==> config.mk <==
export PLATFORM = sky130hd
export DESIGN_NAME = mult_sequencer_flat
export DESIGN_NICKNAME = d
export VERILOG_FILES = /design/src/rtl/mult_sequencer_pkg.sv /design/src/rtl/mult_sequencer_if.sv /design/src/rtl/mult_sequencer_adder.sv /design/src/rtl/mult_sequencer.sv /design/src/flat_wrapper.sv
export SDC_FILE = /design/constraint.sdc
export NUM_CORES = 1
export LEC_CHECK = 0
export ABC_AREA = 1
export CELL_PAD_IN_SITES_DETAIL_PLACEMENT = 1
export CELL_PAD_IN_SITES_GLOBAL_PLACEMENT = 1
export CORE_MARGIN = 2
export CORE_UTILIZATION = 47
export CTS_CLUSTER_DIAMETER = 200
export DETAILED_ROUTE_END_ITERATION = 8
export DONT_BUFFER_PORTS = 1
export GPL_TIMING_DRIVEN = 1
export HOLD_SLACK_MARGIN = 0.05
export PLACE_DENSITY_LB_ADDON = 0.1
export SETUP_SLACK_MARGIN = 0.5
export SLEW_MARGIN = 20
export SYNTH_ARGS = -nofsm -noshare
export SYNTH_HDL_FRONTEND = slang
export SYNTH_SLANG_ARGS = --single-unit
export TNS_END_PERCENT = 10
==> constraint.sdc <==
create_clock -name clk -period 2.8 [get_ports clk]
set_input_delay 0.28 -clock clk [delete_from_list [all_inputs] [get_ports clk]]
set_output_delay 0.28 -clock clk [all_outputs]
set_load 0.01 [all_outputs]
==> src/rtl/mult_sequencer_pkg.sv <==
// Shared types and sizing constants for the shift-add multiplier sequencer.
// Operand width, iteration count and the controller state encoding.
package mult_pkg;

  localparam int MULT_W     = 16;
  localparam int MULT_CNT_W = 4;
  localparam int MULT_ITER  = 16;

  typedef enum logic [1:0] {
    IDLE = 2'd0,
    RUN  = 2'd1,
    DONE = 2'd2
  } state_t;

endpackage

==> src/rtl/mult_sequencer_if.sv <==
// Start/busy/done handshake between the control unit and the multiplier.
// The master is the control unit; the slave is the sequencer.
interface mult_sequencer_if;
  import mult_pkg::*;

  logic                  start;
  logic [MULT_W-1:0]     a;
  logic [MULT_W-1:0]     b;
  logic                  busy;
  logic                  done;
  logic [2*MULT_W-1:0]   product;
  logic                  overflow;

  modport master (
    output start, a, b,
    input  busy, done, product, overflow
  );

  modport slave (
    input  start, a, b,
    output busy, done, product, overflow
  );

endinterface

==> src/rtl/mult_sequencer_adder.sv <==
// Shared 16-bit adder used once per iteration by the multiplier sequencer.
// C14 is the carry into bit 15, recovered from the top sum bit.
module _16_bit_adder (
  input  logic [15:0] A,
  input  logic [15:0] B,
  input  logic        CIn,
  output logic [15:0] S,
  output logic        COut,
  output logic        C14
);

  assign {COut, S} = {1'b0, A} + {1'b0, B} + {16'd0, CIn};
  assign C14       = A[15] ^ B[15] ^ S[15];

endmodule

==> src/rtl/mult_sequencer.sv <==
// Unsigned 16x16->32 shift-add multiplier: sequences one shared adder over
// exactly 16 iterations and holds the result until the next accepted start.
module mult_sequencer
  import mult_pkg::*;
#(
  parameter int WIDTH = MULT_W
) (
  input  logic              clk,
  input  logic              rst_n,
  mult_sequencer_if.slave   bus
);

  localparam logic [MULT_CNT_W-1:0] CNT_LAST = MULT_CNT_W'(MULT_ITER - 1);

  state_t                 state_r;
  state_t                 state_next_s;
  logic [MULT_CNT_W-1:0]  count_r;
  logic [WIDTH-1:0]       m_r;
  logic [WIDTH-1:0]       q_r;
  logic [WIDTH-1:0]       p_r;
  logic                   c_r;

  logic [WIDTH-1:0]       add_b_s;
  logic [WIDTH-1:0]       sum_s;
  logic                   cout_s;
  logic                   c14_unused;
  logic [2*WIDTH:0]       shifted_s;
  logic                   c_next_s;
  logic [WIDTH-1:0]       p_next_s;
  logic [WIDTH-1:0]       q_next_s;
  logic                   accept_s;
  logic                   last_s;
  logic                   busy_s;
  logic                   done_s;

  logic                   busy_r;
  logic                   done_r;
  logic [2*WIDTH-1:0]     product_r;
  logic                   overflow_r;

  assign accept_s = (state_r == IDLE) && bus.start;
  assign last_s   = (state_r == RUN) && (count_r == CNT_LAST);
  assign add_b_s  = q_r[0] ? m_r : {WIDTH{1'b0}};

  _16_bit_adder u_adder (
    .A    (p_r),
    .B    (add_b_s),
    .CIn  (1'b0),
    .S    (sum_s),
    .COut (cout_s),
    .C14  (c14_unused)
  );

  // The adder carry lands in P[15] once the whole {C,P,Q} word shifts right.
  always_comb begin
    shifted_s = {cout_s, sum_s, q_r} >> 1;
    c_next_s  = shifted_s[2*WIDTH];
    p_next_s  = shifted_s[2*WIDTH-1:WIDTH];
    q_next_s  = shifted_s[WIDTH-1:0];
  end

  // State register.
  always_ff @(posedge clk or negedge rst_n) begin
    if (!rst_n) begin
      state_r <= IDLE;
    end else begin
      state_r <= state_next_s;
    end
  end

  // Next-state decode.
  always_comb begin
    state_next_s = state_r;
    case (state_r)
      IDLE: begin
        if (bus.start) state_next_s = RUN;
        else           state_next_s = IDLE;
      end
      RUN: begin
        if (count_r == CNT_LAST) state_next_s = DONE;
        else                     state_next_s = RUN;
      end
      DONE:    state_next_s = IDLE;
      default: state_next_s = IDLE;
    endcase
  end

  // Output decode from the upcoming state so busy/done leave flops directly.
  always_comb begin
    busy_s = 1'b0;
    done_s = 1'b0;
    case (state_next_s)
      RUN:     busy_s = 1'b1;
      DONE:    done_s = 1'b1;
      default: begin
        busy_s = 1'b0;
        done_s = 1'b0;
      end
    endcase
  end

  // Operand capture, per-iteration shift and iteration counter.
  always_ff @(posedge clk or negedge rst_n) begin
    if (!rst_n) begin
      m_r     <= {WIDTH{1'b0}};
      q_r     <= {WIDTH{1'b0}};
      p_r     <= {WIDTH{1'b0}};
      c_r     <= 1'b0;
      count_r <= {MULT_CNT_W{1'b0}};
    end else if (accept_s) begin
      m_r     <= bus.a;
      q_r     <= bus.b;
      p_r     <= {WIDTH{1'b0}};
      c_r     <= 1'b0;
      count_r <= {MULT_CNT_W{1'b0}};
    end else if (state_r == RUN) begin
      p_r     <= p_next_s;
      q_r     <= q_next_s;
      c_r     <= c_next_s;
      count_r <= count_r + {{(MULT_CNT_W-1){1'b0}}, 1'b1};
    end else begin
      count_r <= count_r;
    end
  end

  // Registered handshake outputs and the held result.
  always_ff @(posedge clk or negedge rst_n) begin
    if (!rst_n) begin
      busy_r     <= 1'b0;
      done_r     <= 1'b0;
      product_r  <= {(2*WIDTH){1'b0}};
      overflow_r <= 1'b0;
    end else begin
      busy_r <= busy_s;
      done_r <= done_s;
      if (last_s) begin
        product_r  <= {p_next_s, q_next_s};
        overflow_r <= |p_next_s;
      end else begin
        product_r  <= product_r;
      end
    end
  end

  assign bus.busy     = busy_r;
  assign bus.done     = done_r;
  assign bus.product  = product_r;
  assign bus.overflow = overflow_r;

endmodule

==> src/flat_wrapper.sv <==
// flat-port wrapper written by rule: the top's interface ports become plain ports
module mult_sequencer_flat import mult_pkg::*;
#(
  parameter int WIDTH = MULT_W
)
  (clk, rst_n, bus_start, bus_a, bus_b, bus_busy, bus_done, bus_product, bus_overflow);
  mult_sequencer_if bus_i ();
  input  logic clk;
  input  logic rst_n;
  input wire logic [$bits(bus_i.start)-1:0] bus_start;
  input wire logic [$bits(bus_i.a)-1:0] bus_a;
  input wire logic [$bits(bus_i.b)-1:0] bus_b;
  output wire logic [$bits(bus_i.busy)-1:0] bus_busy;
  output wire logic [$bits(bus_i.done)-1:0] bus_done;
  output wire logic [$bits(bus_i.product)-1:0] bus_product;
  output wire logic [$bits(bus_i.overflow)-1:0] bus_overflow;
  assign bus_i.start = bus_start;
  assign bus_i.a = bus_a;
  assign bus_i.b = bus_b;
  assign bus_busy = bus_i.busy;
  assign bus_done = bus_i.done;
  assign bus_product = bus_i.product;
  assign bus_overflow = bus_i.overflow;
  mult_sequencer #(.WIDTH(WIDTH)) u_core (.clk(clk), .rst_n(rst_n), .bus(bus_i));
endmodule
==> results of run 1 <==
==> state kept, by name (all words and copies together) (netlist names) <==
name / flops
u_core.bus.overflow: 1
u_core.bus.done: 1
u_core.count_r: 4
u_core.bus.busy: 1
u_core.p_r: 16
u_core.state_r: 2
u_core.q_r: 16
u_core.m_r: 16
u_core.bus.product: 32
==> worst max path at each step <==
stage,startpoint,endpoint,slack [ns]
2_1_floorplan,u_core.q_r[0]$_DFFE_PN0P_,u_core.bus.overflow$_DFFE_PN0P_,0.50
3_3_place_gp,u_core.q_r[0]$_DFFE_PN0P_,u_core.bus.overflow$_DFFE_PN0P_,0.37
3_5_place_dp,u_core.q_r[0]$_DFFE_PN0P_,u_core.bus.overflow$_DFFE_PN0P_,0.28
4_1_cts,u_core.q_r[0]$_DFFE_PN0P_,u_core.bus.overflow$_DFFE_PN0P_,0.51
5_1_grt,u_core.q_r[0]$_DFFE_PN0P_,u_core.bus.overflow$_DFFE_PN0P_,0.45
6_report,u_core.q_r[0]$_DFFE_PN0P_,u_core.bus.overflow$_DFFE_PN0P_,0.54
==> kinds of logic (layout without fill, tap and decap cells) <==
| family | after synthesis | count (layout) | share of synthesized area |
|---|---|---|---|
| AO/OA/AOI/OAI | 79 | 79 | 0.1060 |
| XOR/XNOR | 2 | 2 | 0.005481 |
| adder cells (fa/ha/maj) | 18 | 18 | 0.05096 |
| buffers and inverters | 108 | 150 | 0.09096 |
| flip-flops | 89 | 89 | 0.4877 |
| AND/OR/NAND/NOR | 284 | 284 | 0.2589 |
==> cells in the final DEF (no fill, tap or decap), drive strengths merged, types with 2 or more instances in the layout <==
cell / n
nor2: 30
a22o: 4
dlygate4sd3: 29
nand4: 2
nand2: 223
o21ai: 42
clkinv: 2
a21oi: 11
a31oi: 3
nand3b: 5
nand3: 19
o221ai: 15
inv: 91
ha: 17
nor3: 3
buf: 15
clkbuf: 12
dfrtp: 89
xor2: 2
==> power breakdown <==
group          leakage, nW  switching [W]  total (W)  internal, W
clock                0.103       0.000490   0.000940     0.000450
sequential            1.13       0.000526    0.00239      0.00187
combinational         1.58        0.00160    0.00257     0.000971
total                 2.81        0.00261    0.00590      0.00329
==> metal layers <==
layer,track usage,part of all wire,vias to the layer above
li1,-,-,1896
met1,0.3332,0.44,1987
met2,0.4495,0.49,89
met3,0.05763,0.049,19
met4,0.08103,0.018,0
met5,0,0,-
==> stage by stage <==
stage / setup WS (ns) / instances / total power [W] / hold WS (ns) / utilization
6_report: 0.5378 / 751 / 0.005899 / -0.4019 / 0.5819
5_1_grt: 0.4474 / 751 / 0.006361 / -0.4309 / 0.5819
4_1_cts: 0.5125 / 748 / 0.005733 / -0.4208 / 0.5673
3_5_place_dp: 0.2761 / 700 / 0.004672 / -0.01334 / 0.5061
3_3_place_gp: 0.3698 / 700 / 0.004532 / -0.01354 / 0.5061
2_1_floorplan: 0.5046 / 580 / 0.003920 / -0.01559 / -
==> area by class of cell <==
class	instances	area [um^2]	share of cell area
clock buffer	12	145.1	0.02674
clock inverter	4	58.81	0.01083
inverter	90	337.8	0.06224
multi-input combinational	383	2093	0.3857
sequential	89	2228	0.4106
tap	129	161.4	0.02974
timing repair buffer	44	402.9	0.07423
==> what timing repair did <==
action | 4_1_cts | 5_1_grt
cloned | 0 | 0
buffers inserted | 3 | 3
setup endpoints to repair | 5 | 8
resized for setup | 11 | 31
hold endpoints to repair | 118 | 89
pin swaps | 5 | 13
==> out/metrics.csv, run 1 <==
metric,value,unit
status,finished with violations,
violated checks,hold timing,
Worst Path Required,3.07,ns
placed instance area,0.004721,mm^2
crit path cell chain,"buf_4, nand2_1, inv_2, fa_2, nand3_2, nand2_2, nand2_2, nand3_1, nor2_2, nand2_1, nor2_2, nand3_1, nor2_1, nor2_1",
top-level port count,70,
root buffer cell,clkbuf_8,
Die X,102.6,um
count of final setup violators,0,
Initial Util,0.4896,
reg2reg end,u_core.bus.overflow$_DFFE_PN0P_,
DR pass1 iterations,4,
Chip Height,102.6,um
Post-synth top cells,"215 x nand2_1, 89 x dfrtp_1, 84 x inv_1",
initial antenna violation count,0,
cell with the most instances after synthesis,nand2_1,
worst hold margin,-0.4019,ns
final instance area,0.005428,mm^2
hold_buf cts,29,
PD cells,1087,mW/mm^2
worst r2r path cells,14,
relative slew slack,0.6479,
synthesis-to-finish area growth,18.85,%
type of element capturing the critical path,flop,
overall routed net length,13090,um
ANT cells,0,
Hold Crit Class,input pin to async pin,
Final Hold Viols,89,
synthesis warning total,0,
Fmax achieved,0.4421,GHz
Clock Pin Slew Worst Setup and Hold Paths,0.09,ns
sequential area share after synthesis,0.4877,
worst r2r src,u_core.q_r[0]$_DFFE_PN0P_,
Overflow after GRT,0,
row count,35,
CTS tree,built,
routed vias/inst,5.314,
Leak Pwr,2.808,nW
Syn Nets,633,
area fraction of the dominant cell type after synthesis,0.4877,
Syn Std Cell Area,0.004567,mm^2
WS Path Type,flop to flop,
DR DRC count,0,
routed len/inst,17.43,um
critical path's top delay family,simple AND/OR/NAND/NOR gates,
post-synth cell types,35,
ranking of synthesized cells by area,"dfrtp_1 49%, nand2_1 18%, inv_1 6.9%, ha_1 4.7%, o21ai_0 3.7%",
Syn Area/Cell,7.874,um^2
CP max FO,5,
first-pass GRT wire length,20850,um
Post-Synthesis Cells,580,
Period minus WS final,2.262,ns
overall routing resource usage,0.2623,
"Largest stage delay, worst path",0.45,ns
clock skew,0.01311,ns
synthesis-stage register bit count,89,
setup_tns,0,ns
via count,3991,
top_reg_cell synth,dfrtp_1,
share of cells above drive strength 1,0.1431,
CORE AREA,0.009328,mm^2
post-route ant nets,0,
Skew-Pair Late Insertion Delay,0.37,ns
"EDFF count, synth",0,
Die Area,0.01052,mm^2
Peak supply drop,0.4734,mV
pin count of the biggest net entering global routing,90,
Routability Congestion,0.8858,
Synth async-reset ratio,1.000,
CTS sink count,89,
H-tree depth,3,
unrepaired setup endpoints after global routing,yes,
critical path's slowest cell,dfrtp_2,
WP buf/inv,2,
"reg-to-reg slack, setup",0.54,ns
"area leader, netlist",dfrtp_1,
DRT iter0 DRCs,180,
stages on the worst setup path,14,
DP HPWL,9114,um
IO buf count,0,
vias in the first global route,4217,
CTS Buffer Depth,2,
Crit path arrival time,2.53,ns
final period utilization,0.8079,
Final Net Count,670,
Pins Over Slew Limit,0,
Startpoint Class,flop,
max cap viols,0,
Slew @ Worst Pin,0.5275,ns
fillcell total,1146,
Inserted Clock Buffers,9,
(Power assumes the default switching activity.)
==> inputs of run 2 (changes only) <==
==> constraint.sdc (replaced) <==
create_clock -name clk -period 2.29 [get_ports clk]
set_input_delay 0.229 -clock clk [delete_from_list [all_inputs] [get_ports clk]]
set_output_delay 0.229 -clock clk [all_outputs]
set_load 0.01 [all_outputs]
==> run 2 against run 1 <==
The flow finishes with violations (hold timing, setup timing). Routed wire length rose by 20%. Non-clock buffer count rose by 16. Combinational power rose by 53%. Count of clock-buffer cells in the layout fell by 3. First-iteration DRC count rose by 11%. Sequential share of layout area fell by 3.1 points. Critical endpoint unchanged. Largest power group unchanged. Highest routed layer unchanged.
==> out/metrics.csv, run 2 (synthesized netlist as in run 1, its figures left out) <==
metric,value,unit,change
Final Util,0.6287,,was 0.5819
Peak supply drop,0.6423,mV,was 0.4734 mV
Final Hold Viols,89,,unchanged
routed vias/inst,5.559,,was 5.314
overall routing resource usage,0.2682,,was 0.2623
pin count of the biggest net entering global routing,90,,unchanged
Die X,102.6,um,unchanged
DRT iter0 DRCs,199,,was 180
Period minus WS final,2.362,ns,was 2.262 ns
type of element capturing the critical path,flop,,unchanged
fillcell total,1099,,was 1146
Hold Crit Class,input pin to async pin,,unchanged
met1 WL,6173,um,was 5822 um
root buffer cell,clkbuf_8,,unchanged
row count,35,,unchanged
Leak Pwr,2.971,nW,was 2.808 nW
status,finished with violations,,unchanged
DR DRC count,0,,unchanged
CTS sink count,89,,unchanged
"Largest stage delay, worst path",0.47,ns,was 0.45 ns
count of final setup violators,1,,was 0
Inserted Clock Buffers,9,,unchanged
Pins Over Slew Limit,0,,unchanged
WS Path Type,flop to flop,,unchanged
Skew-Pair Late Insertion Delay,0.37,ns,about the same
Worst Path Required,2.57,ns,was 3.07 ns
DP HPWL,8566,um,was 9114 um
first-pass GRT wire length,21490,um,was 20850 um
Chip Height,102.6,um,unchanged
Overflow after GRT,0,,unchanged
"commonest non-fill, non-tap cells in the layout","179 x nand2_1, 88 x dfrtp_1, 70 x inv_1",,"was 201 x nand2_1, 88 x dfrtp_1, 82 x inv_1"
Slew @ Worst Pin,0.5772,ns,was 0.5275 ns
Fmax achieved,0.4233,GHz,was 0.4421 GHz
overall routed net length,15720,um,was 13090 um
Initial Util,0.4896,,unchanged
share of cells above drive strength 1,0.2429,,was 0.1431
"reg-to-reg slack, setup",-0.07,ns,was 0.54 ns
worst hold margin,-0.4645,ns,was -0.4019 ns
CTS tree,built,,unchanged
CP max FO,5,,unchanged
Largest register FFs,32,,unchanged
DR pass1 iterations,5,,was 4
Final Net Count,686,,was 670
CORE AREA,0.009328,mm^2,unchanged
routed len/inst,20.49,um,was 17.43 um
CTS Buffer Depth,2,,unchanged
post-route ant nets,0,,unchanged
vias in the first global route,4276,,was 4217
metal2 WL,8144,um,was 6391 um
placed instance area,0.004801,mm^2,was 0.004721 mm^2
"commonest non-fill, non-tap cell in the layout",nand2_1,,unchanged
initial antenna violation count,0,,unchanged
final instance area,0.005864,mm^2,was 0.005428 mm^2
Clock Pin Slew Worst Setup and Hold Paths,0.11,ns,was 0.09 ns
via count,4264,,was 3991
H-tree depth,3,,unchanged
clock skew,0.01473,ns,was 0.01311 ns
hold_buf cts,32,,was 29
unrepaired setup endpoints after global routing,yes,,unchanged
Startpoint Class,flop,,unchanged
top sig layer,met4,,unchanged
top-level port count,70,,unchanged
metal3 WL,926,um,was 640 um
Routability Congestion,0.9109,,was 0.8858
violated checks,"hold timing, setup timing",,was hold timing
ANT cells,0,,unchanged
IO buf count,0,,unchanged
Crit path top cell by count,nand2_2,,
final period utilization,1.032,,was 0.8079
Crit path arrival time,2.64,ns,was 2.53 ns
Die Area,0.01052,mm^2,unchanged
PD cells,1368,mW/mm^2,was 1087 mW/mm^2
synthesis-to-finish area growth,28.41,%,was 18.85%
crit path cell chain,"nand2_2, inv_2, ha_4, fa_2, nand2_1, nand2_1, nand3b_1, nand2_2, nand2_2, nand2_2, nand2_2, nand2_2, nor2_1, nand2_1, nor2_1, nor2_1",,"was buf_4, nand2_1, inv_2, fa_2, nand3_2, nand2_2, nand2_2, nand3_1, nor2_2, nand2_1, nor2_2, nand3_1, nor2_1, nor2_1"
final setup margin,-0.07224,ns,was 0.5378 ns
critical path's slowest cell,dfrtp_2,,unchanged
max cap viols,0,,unchanged
relative slew slack,0.6146,,was 0.6479
run 2: cell count changes in the layout (fill, tap and decap cells not counted), moves of 8 or more:
cell / before / now
inv_1: 82 / 70
ha_4: 6 / 14
inv_2: 7 / 17
nand2_2: 19 / 33
buf_4: 15 / 24
nand2_1: 201 / 179
nand2_4: 3 / 11
run 2: cell type report:
type | instances | area, um^2 | area share
Sequential cell | 89 | 2228 | 0.3800
Inverter | 90 | 342.8 | 0.05846
Clock buffer | 9 | 123.9 | 0.02112
Timing Repair Buffer | 60 | 548.0 | 0.09345
Clock inverter | 7 | 83.83 | 0.01429
Multi-Input combinational cell | 383 | 2376 | 0.4052
Tap cell | 129 | 161.4 | 0.02752
run 2: per-stage QoR:
stage	std cells	power [W]	worst slack, ns	setup TNS [ns]
2_1_floorplan	580	0.004844	0.1601	0
3_3_place_gp	706	0.005624	-0.01190	-0.01190
3_5_place_dp	706	0.005787	-0.07643	-0.07643
4_1_cts	756	0.007187	0.07190	0
5_1_grt	767	0.008554	-0.1799	-0.3153
6_report	767	0.008023	-0.07224	-0.07224
run 2: critical path: cells and delay by family, from the launching register on:
family | cells | cell delay [ns]
buf+inv | 1 | 0.05
flops | 1 | 0.47
simple gates | 13 | 1.19
fa+ha+maj | 2 | 0.58
run 2: layer usage:
metal  GRT usage  up-vias
met5           0        -
met4     0.06462        0
met3     0.05966       42
met2      0.4726      153
met1      0.3367     2146
li1            -     1923
run 2: worst paths after layout:
path / from / end / cells after the start
min: rst_n / u_core.m_r[3]$_DFFE_PN0P_ / 0
min in group clk: bus_start / u_core.m_r[6]$_DFFE_PN0P_ / 6
max in group asynchronous: rst_n / u_core.q_r[0]$_DFFE_PN0P_ / 0
max reg2reg: u_core.q_r[0]$_DFFE_PN0P_ / u_core.bus.overflow$_DFFE_PN0P_ / 16
min reg2reg: u_core.count_r[0]$_DFFE_PN0P_ / u_core.count_r[0]$_DFFE_PN0P_ / 1
max: u_core.q_r[0]$_DFFE_PN0P_ / u_core.bus.overflow$_DFFE_PN0P_ / 16
run 2: what timing repair did:
action,4_1_cts,5_1_grt
endpoints found under the setup margin,31,47
buffers inserted,2,11
pin swaps,7,41
endpoints found under the hold margin,121,89
resized for setup,25,88
run 2: power by group:
part           switching (W)  internal [W]
logic                0.00239       0.00154
clock network       0.000701      0.000442
registers           0.000668       0.00228
total                0.00376       0.00427
==> inputs of run 3 (changes only) <==
--- a/config.mk
+++ b/config.mk
@@ -6,6 +6,7 @@
 export NUM_CORES = 1
 export LEC_CHECK = 0
 export ABC_AREA = 1
+export ABC_CLOCK_PERIOD_IN_PS = 2290
 export CELL_PAD_IN_SITES_DETAIL_PLACEMENT = 1
 export CELL_PAD_IN_SITES_GLOBAL_PLACEMENT = 1
 export CORE_MARGIN = 2
==> results of run 3 <==
The final DEF is identical to that of run 2; final timing and power are the same.
